==> src/rtl/button_bank.sv <==
// Multi-channel button debouncer with edge pulses and optional auto-repeat.
// Define BUTTON_BANK_REPEAT_EN to build the repeat counters; otherwise rpt is tied to 0.
module button_bank #(
  parameter int CHANNELS      = 5,
  parameter int STABLE_CYCLES = 650000,
  parameter int REPEAT_DELAY  = 32500000,
  parameter int REPEAT_PERIOD = 6500000
) (
  input  logic                clock,
  input  logic                reset_n,
  input  logic [CHANNELS-1:0] noisy,
  output logic [CHANNELS-1:0] clean,
  output logic [CHANNELS-1:0] rise,
  output logic [CHANNELS-1:0] fall,
  output logic [CHANNELS-1:0] rpt,
  output logic                any_held
);

  localparam int              CNT_W    = $clog2(STABLE_CYCLES + 1);
  localparam logic [CNT_W-1:0] CNT_LAST = CNT_W'(STABLE_CYCLES - 1);

  if (CHANNELS < 1 || CHANNELS > 16) begin : g_chk_channels
    $error("button_bank: CHANNELS must be 1..16");
  end
  if (STABLE_CYCLES < 2 || REPEAT_DELAY < 2 || REPEAT_PERIOD < 2) begin : g_chk_timing
    $error("button_bank: STABLE_CYCLES, REPEAT_DELAY and REPEAT_PERIOD must be >= 2");
  end

  logic [CHANNELS-1:0]            sync1_q, sync2_q;
  logic [CHANNELS-1:0]            clean_q, clean_d;
  logic [CHANNELS-1:0]            rise_q, rise_d;
  logic [CHANNELS-1:0]            fall_q, fall_d;
  logic [CHANNELS-1:0][CNT_W-1:0] cnt_q, cnt_d;
  logic                           any_held_q;

  // The stability counter only runs while the synchronized level disagrees with clean.
  always_comb begin
    // NOTE: every output of this block gets a default first, so no path can infer a latch.
    clean_d = clean_q;
    rise_d  = '0;
    fall_d  = '0;
    cnt_d   = cnt_q;
    for (int i = 0; i < CHANNELS; i++) begin
      if (sync2_q[i] == clean_q[i]) begin
        cnt_d[i] = '0;
      end else if (cnt_q[i] == CNT_LAST) begin
        cnt_d[i]   = '0;
        clean_d[i] = sync2_q[i];
        rise_d[i]  = sync2_q[i];
        fall_d[i]  = ~sync2_q[i];
      end else begin
        cnt_d[i] = cnt_q[i] + CNT_W'(1);
      end
    end
  end

  always_ff @(posedge clock or negedge reset_n) begin
    if (!reset_n) begin
      sync1_q    <= '0;
      sync2_q    <= '0;
      clean_q    <= '0;
      rise_q     <= '0;
      fall_q     <= '0;
      cnt_q      <= '0;
      any_held_q <= 1'b0;
    end else begin
      // NOTE: non-blocking assignments let every flop sample pre-edge values, which is what
      // makes the two synchronizer stages a real two-cycle pipeline.
      sync1_q    <= noisy;
      sync2_q    <= sync1_q;
      clean_q    <= clean_d;
      rise_q     <= rise_d;
      fall_q     <= fall_d;
      cnt_q      <= cnt_d;
      any_held_q <= |clean_q;
    end
  end

  assign clean    = clean_q;
  assign rise     = rise_q;
  assign fall     = fall_q;
  assign any_held = any_held_q;

`ifdef BUTTON_BANK_REPEAT_EN
  localparam int               RPT_MAX     = (REPEAT_DELAY > REPEAT_PERIOD) ? REPEAT_DELAY
                                                                            : REPEAT_PERIOD;
  localparam int               RPT_W       = $clog2(RPT_MAX);
  localparam logic [RPT_W-1:0] DELAY_LAST  = RPT_W'(REPEAT_DELAY - 1);
  localparam logic [RPT_W-1:0] PERIOD_LAST = RPT_W'(REPEAT_PERIOD - 1);

  logic [CHANNELS-1:0][RPT_W-1:0] rcnt_q, rcnt_d;
  logic [CHANNELS-1:0]            armed_q, armed_d;
  logic [CHANNELS-1:0]            rpt_q, rpt_d;

  // armed marks that the first (long) delay has elapsed; afterwards the counter wraps per period.
  always_comb begin
    rcnt_d  = rcnt_q;
    armed_d = armed_q;
    rpt_d   = '0;
    for (int i = 0; i < CHANNELS; i++) begin
      if (rise_d[i] || fall_d[i] || !clean_q[i]) begin
        rcnt_d[i]  = '0;
        armed_d[i] = 1'b0;
      end else if (rcnt_q[i] == (armed_q[i] ? PERIOD_LAST : DELAY_LAST)) begin
        rcnt_d[i]  = '0;
        armed_d[i] = 1'b1;
        rpt_d[i]   = 1'b1;
      end else begin
        rcnt_d[i] = rcnt_q[i] + RPT_W'(1);
      end
    end
  end

  always_ff @(posedge clock or negedge reset_n) begin
    if (!reset_n) begin
      rcnt_q  <= '0;
      armed_q <= '0;
      rpt_q   <= '0;
    end else begin
      rcnt_q  <= rcnt_d;
      armed_q <= armed_d;
      rpt_q   <= rpt_d;
    end
  end

  assign rpt = rpt_q;
`else
  assign rpt = '0;
`endif

endmodule

==> config.mk <==
export PLATFORM = sky130hd
export DESIGN_NAME = button_bank
export DESIGN_NICKNAME = d
export VERILOG_FILES = /design/src/rtl/button_bank.sv
export SDC_FILE = /design/constraint.sdc
export NUM_CORES = 1
export LEC_CHECK = 0
export ABC_AREA = 1
export BUFFER_PORTS_ARGS = -buffer_cell sky130_fd_sc_hd__buf_4
export CAP_MARGIN = 30
export CELL_PAD_IN_SITES_DETAIL_PLACEMENT = 1
export CELL_PAD_IN_SITES_GLOBAL_PLACEMENT = 2
export CORE_MARGIN = 8
export CORE_UTILIZATION = 39
export CTS_CLUSTER_DIAMETER = 200
export DETAILED_ROUTE_END_ITERATION = 6
export PLACE_DENSITY_LB_ADDON = 0.1
export SYNTH_ARGS = -nofsm -noshare
export SYNTH_HDL_FRONTEND = slang
export SYNTH_SLANG_ARGS = --single-unit
==> constraint.sdc <==
create_clock -name clock -period 2.3 [get_ports clock]
set_clock_uncertainty 0.15 [all_clocks]
set_input_delay 0.46 -clock clock [delete_from_list [all_inputs] [get_ports clock]]
set_output_delay 0.46 -clock clock [all_outputs]
set_load 0.005 [all_outputs]
==> impl_metrics.env <==
export IMPL_outcome="completed"
export IMPL_synth_warnings=0
export IMPL_die_y_microns=149
export IMPL_final_cell_count_no_fill=1214
export IMPL_path_max_fanout=9
export IMPL_final_hold_viol_count=0
export IMPL_grt_usage=0.182
export IMPL_crit_chain="ha_1 -> nand3_2 -> nor2_1 -> nand3_2 -> nand2_2 -> nor2_1"
export IMPL_p_sw_frac=0.219
export IMPL_dp_hpwl_microns=13900
export IMPL_firstDrtPassIters=5
export IMPL_worstSetupStartpointType="flop"
export IMPL_syn_instance_count=923
export IMPL_cts_root_buf="clkbuf_16"
export IMPL_yosysUniqueCellTypes=29
export IMPL_endpoint_kind="flop"
export IMPL_cts_htree_levels=4
export IMPL_rr_startpoint="cnt_q[60]$_DFF_PN0_"
export IMPL_cpMaxStageDelayCell="dfrtp_1"
export IMPL_clk_latency_ns=0.42
export IMPL_cts_resized=0
export IMPL_p_sw_mw=1.20
export IMPL_postSynth_asyncResetShare=1.00
export IMPL_grt_max_degree=43
export IMPL_fin_crit_sh=0.774
export IMPL_power_density_nw_per_um2=673
export IMPL_rsz0062_at_grt="false"
export IMPL_p_int_mw=4.26
export IMPL_vias=6009
export IMPL_grt_pass1_vias=6500
export IMPL_postRouteAntennaNets=0
export IMPL_tns_ns=0
export IMPL_crit_type="reg2reg"
export IMPL_routed_via_density=4.95
export IMPL_synth_seq_cells=126
export IMPL_initial_core_util=0.399
export IMPL_synth_area_leaders="dfrtp_1 (46%), nor2_1 (13%), nand2_1 (11%)"
export IMPL_cp_num_cells=6
export IMPL_critPathRequiredTime_ns=2.45
export IMPL_cpPeakStageDelay_ns=0.44
export IMPL_pin_count=28
export IMPL_place_congestion=0.831
export IMPL_synth_top_cell_by_area="dfrtp_1"
export IMPL_syn_avg_cell_area_sq_um=7.47
export IMPL_gr_total_overflow=0
export IMPL_layout_min_cycle_time_ns=1.78
export IMPL_grt_pass1_wl_microns=32300
export IMPL_p_leak_nw=3.62
export IMPL_clock_fmax_mhz=562
export IMPL_cts_path_max_buffers=2
export IMPL_drive_above_1_share=0.128
export IMPL_synth_top_area_share=0.457
export IMPL_rr_worst_depth=6
export IMPL_hold_path_class="reg2reg"
export IMPL_vdd_drop_max_mv=0.552
export IMPL_cts_buffers=17
export IMPL_routed_wl_microns=18700
export IMPL_combinationalPowerShare=0.032
export IMPL_yosysSeqAreaShare=0.457
export IMPL_critPathBufInv=0
export IMPL_cap_violations=0
export IMPL_startpoint="cnt_q[60]$_DFF_PN0_"
export IMPL_dominantRegCellSynth="dfrtp_1"
export IMPL_dieArea_sq_um=22200
export IMPL_clock_sinks=126
export IMPL_dieWidth_microns=149
export IMPL_sequentialPowerShare=0.418
export IMPL_totalPowerFinal_mw=5.46
export IMPL_regToRegSetupSlack_ns=0.52
export IMPL_row_count=48
export IMPL_final_core_util=0.469
export IMPL_tritoncts="yes"
export IMPL_synthesis_area_sq_um=6890
export IMPL_nets=988
export IMPL_crit_family="simple AND/OR/NAND/NOR gates"
export IMPL_portBuffers=22
export IMPL_endpoint="cnt_q[70]$_DFF_PN0_"
export IMPL_diodes=0
export IMPL_cts_reportedPaths_clkPinSlew_ns=0.06
export IMPL_timing_rr_end="cnt_q[70]$_DFF_PN0_"
export IMPL_core_sq_um=17300
export IMPL_syn_to_final_growth_pct=17.7
export IMPL_cp_arrival_ns=1.93
export IMPL_post_cts_buffers=0
export IMPL_wire_per_inst_microns=15.4
export IMPL_clockPowerShare=0.550
export IMPL_stdcell_area_sq_um=8110
export IMPL_drt_initial_drc_count=215
export IMPL_setup_viol=0
export IMPL_place_area_sq_um=7390
export IMPL_synth_edf_count=0
export IMPL_dp_cells=1176
export IMPL_antenna_found_initial=0
export IMPL_drc=0
export IMPL_final_max_slew_viol_count=0
-- through the flow --
stage                     hold WS (ns)  setup slack [ns]
after floorplan                 0.0144             0.815
after global placement           0.184             0.605
after detailed placement         0.194             0.533
after CTS                        0.208             0.512
after global routing             0.210             0.361
final                            0.203             0.520
-- cell type report --
| type | count | area [sq um] |
|---|---|---|
| Clock inverter | 13 | 213 |
| Multi-Input combinational cell | 684 | 3290 |
| Clock buffer | 19 | 443 |
| Fill cell | 2171 | 9190 |
| Tap cell | 225 | 282 |
| Timing Repair Buffer | 38 | 317 |
| Inverter | 109 | 409 |
| Sequential cell | 126 | 3150 |
-- worst min path at each step --
| stage | slack, ns | depth (start not counted) | start | to |
|---|---|---|---|---|
| finish | 0.20 | 0 | sync1_q[4]$_DFF_PN0_ | sync2_q[4]$_DFF_PN0_ |
| floorplan | 0.01 | 0 | reset_n | any_held$_DFF_PN0_ |
| detailed placement | 0.19 | 0 | sync1_q[4]$_DFF_PN0_ | sync2_q[4]$_DFF_PN0_ |
| global placement | 0.18 | 0 | sync1_q[4]$_DFF_PN0_ | sync2_q[4]$_DFF_PN0_ |
| global route | 0.21 | 0 | sync1_q[4]$_DFF_PN0_ | sync2_q[4]$_DFF_PN0_ |
| CTS | 0.21 | 0 | sync1_q[4]$_DFF_PN0_ | sync2_q[4]$_DFF_PN0_ |
-- per-layer routing --
layer  wire length [microns]  global-route usage  vias to the layer above  part of all wire
li1                        -                   -                     2969                 -
met1                    9030               0.233                     2954              0.48
met2                    8860               0.299                       64              0.47
met3                     582              0.0431                       22             0.031
met4                     261              0.0550                        0             0.014
met5                       0                   0                        -                 0
-- registers in the layout, indices dropped and copies added (netlist names) --
register and flops:
cnt_q 100, clean 5, any_held 1, sync1_q 5, rise 5, sync2_q 5, fall 5
-- layout by cell type, fill, tap and decap left out, types with 2 or more instances in the layout --
cell           count
nand3_1           72
nor3_1            12
nor2_1           247
buf_4             30
inv_2             11
nor3_2             9
nand3b_1           2
nand2_1          194
nand3_2            5
clkinvlp_4         3
inv_1             98
clkinv_4           3
o21ai_1            2
xor2_1            26
conb_1             5
a21oi_1           17
xnor2_1           16
ha_1               5
nor3b_1            5
and2_1             3
nand2_2           14
dfrtp_1          126
nand4_1           15
dlygate4sd3_1      6
clkbuf_16         17
nor2_4             5
o21ai_0            9
nor2_2            14
nand3_4            3
nand2_4            3
bufinv_16          5
-- Yosys cell counts (5+ instances only) --
cell type  number
nor3_2          9
inv_1          98
nand2_2        14
buf_4           5
nor2_4          5
nor3b_1         5
nor2_1        247
nand4_1        15
o21ai_0         9
xnor2_1        16
nor2_2         14
nor3_1         12
nand2_1       194
dfrtp_1       126
nand3_2         5
xor2_1         26
a21oi_1        17
inv_2          11
ha_1            5
nand3_1        72
-- power groups by stage --
stage                     clock [mW]  combinational, mW  sequential (mW)
after floorplan                    0             0.0803             2.31
after global placement             0              0.165             2.32
after detailed placement           0              0.171             2.32
after CTS                       3.05              0.180             2.28
after global routing            3.16              0.202             2.28
final                           3.00              0.174             2.28
-- what timing repair did --
item | CTS | global route
endpoints found under the hold margin | 42 | 0
hold buffers | 6 | 0
endpoints found under the setup margin | 0 | 0
-- cell families (layout without fill, tap and decap cells) --
kind of cell	after synthesis	count (layout)	share of synthesized area
and+or+nand+nor	603	603	0.392
DFF	126	126	0.457
buffers and inverters	117	179	0.0668
xor gates and xnor gates	42	42	0.0534
AOI/OAI and AO/OA	29	29	0.0212
adders and majority gates	5	5	0.00908
other	1	5	0.000544
(Power assumes the default switching activity.)
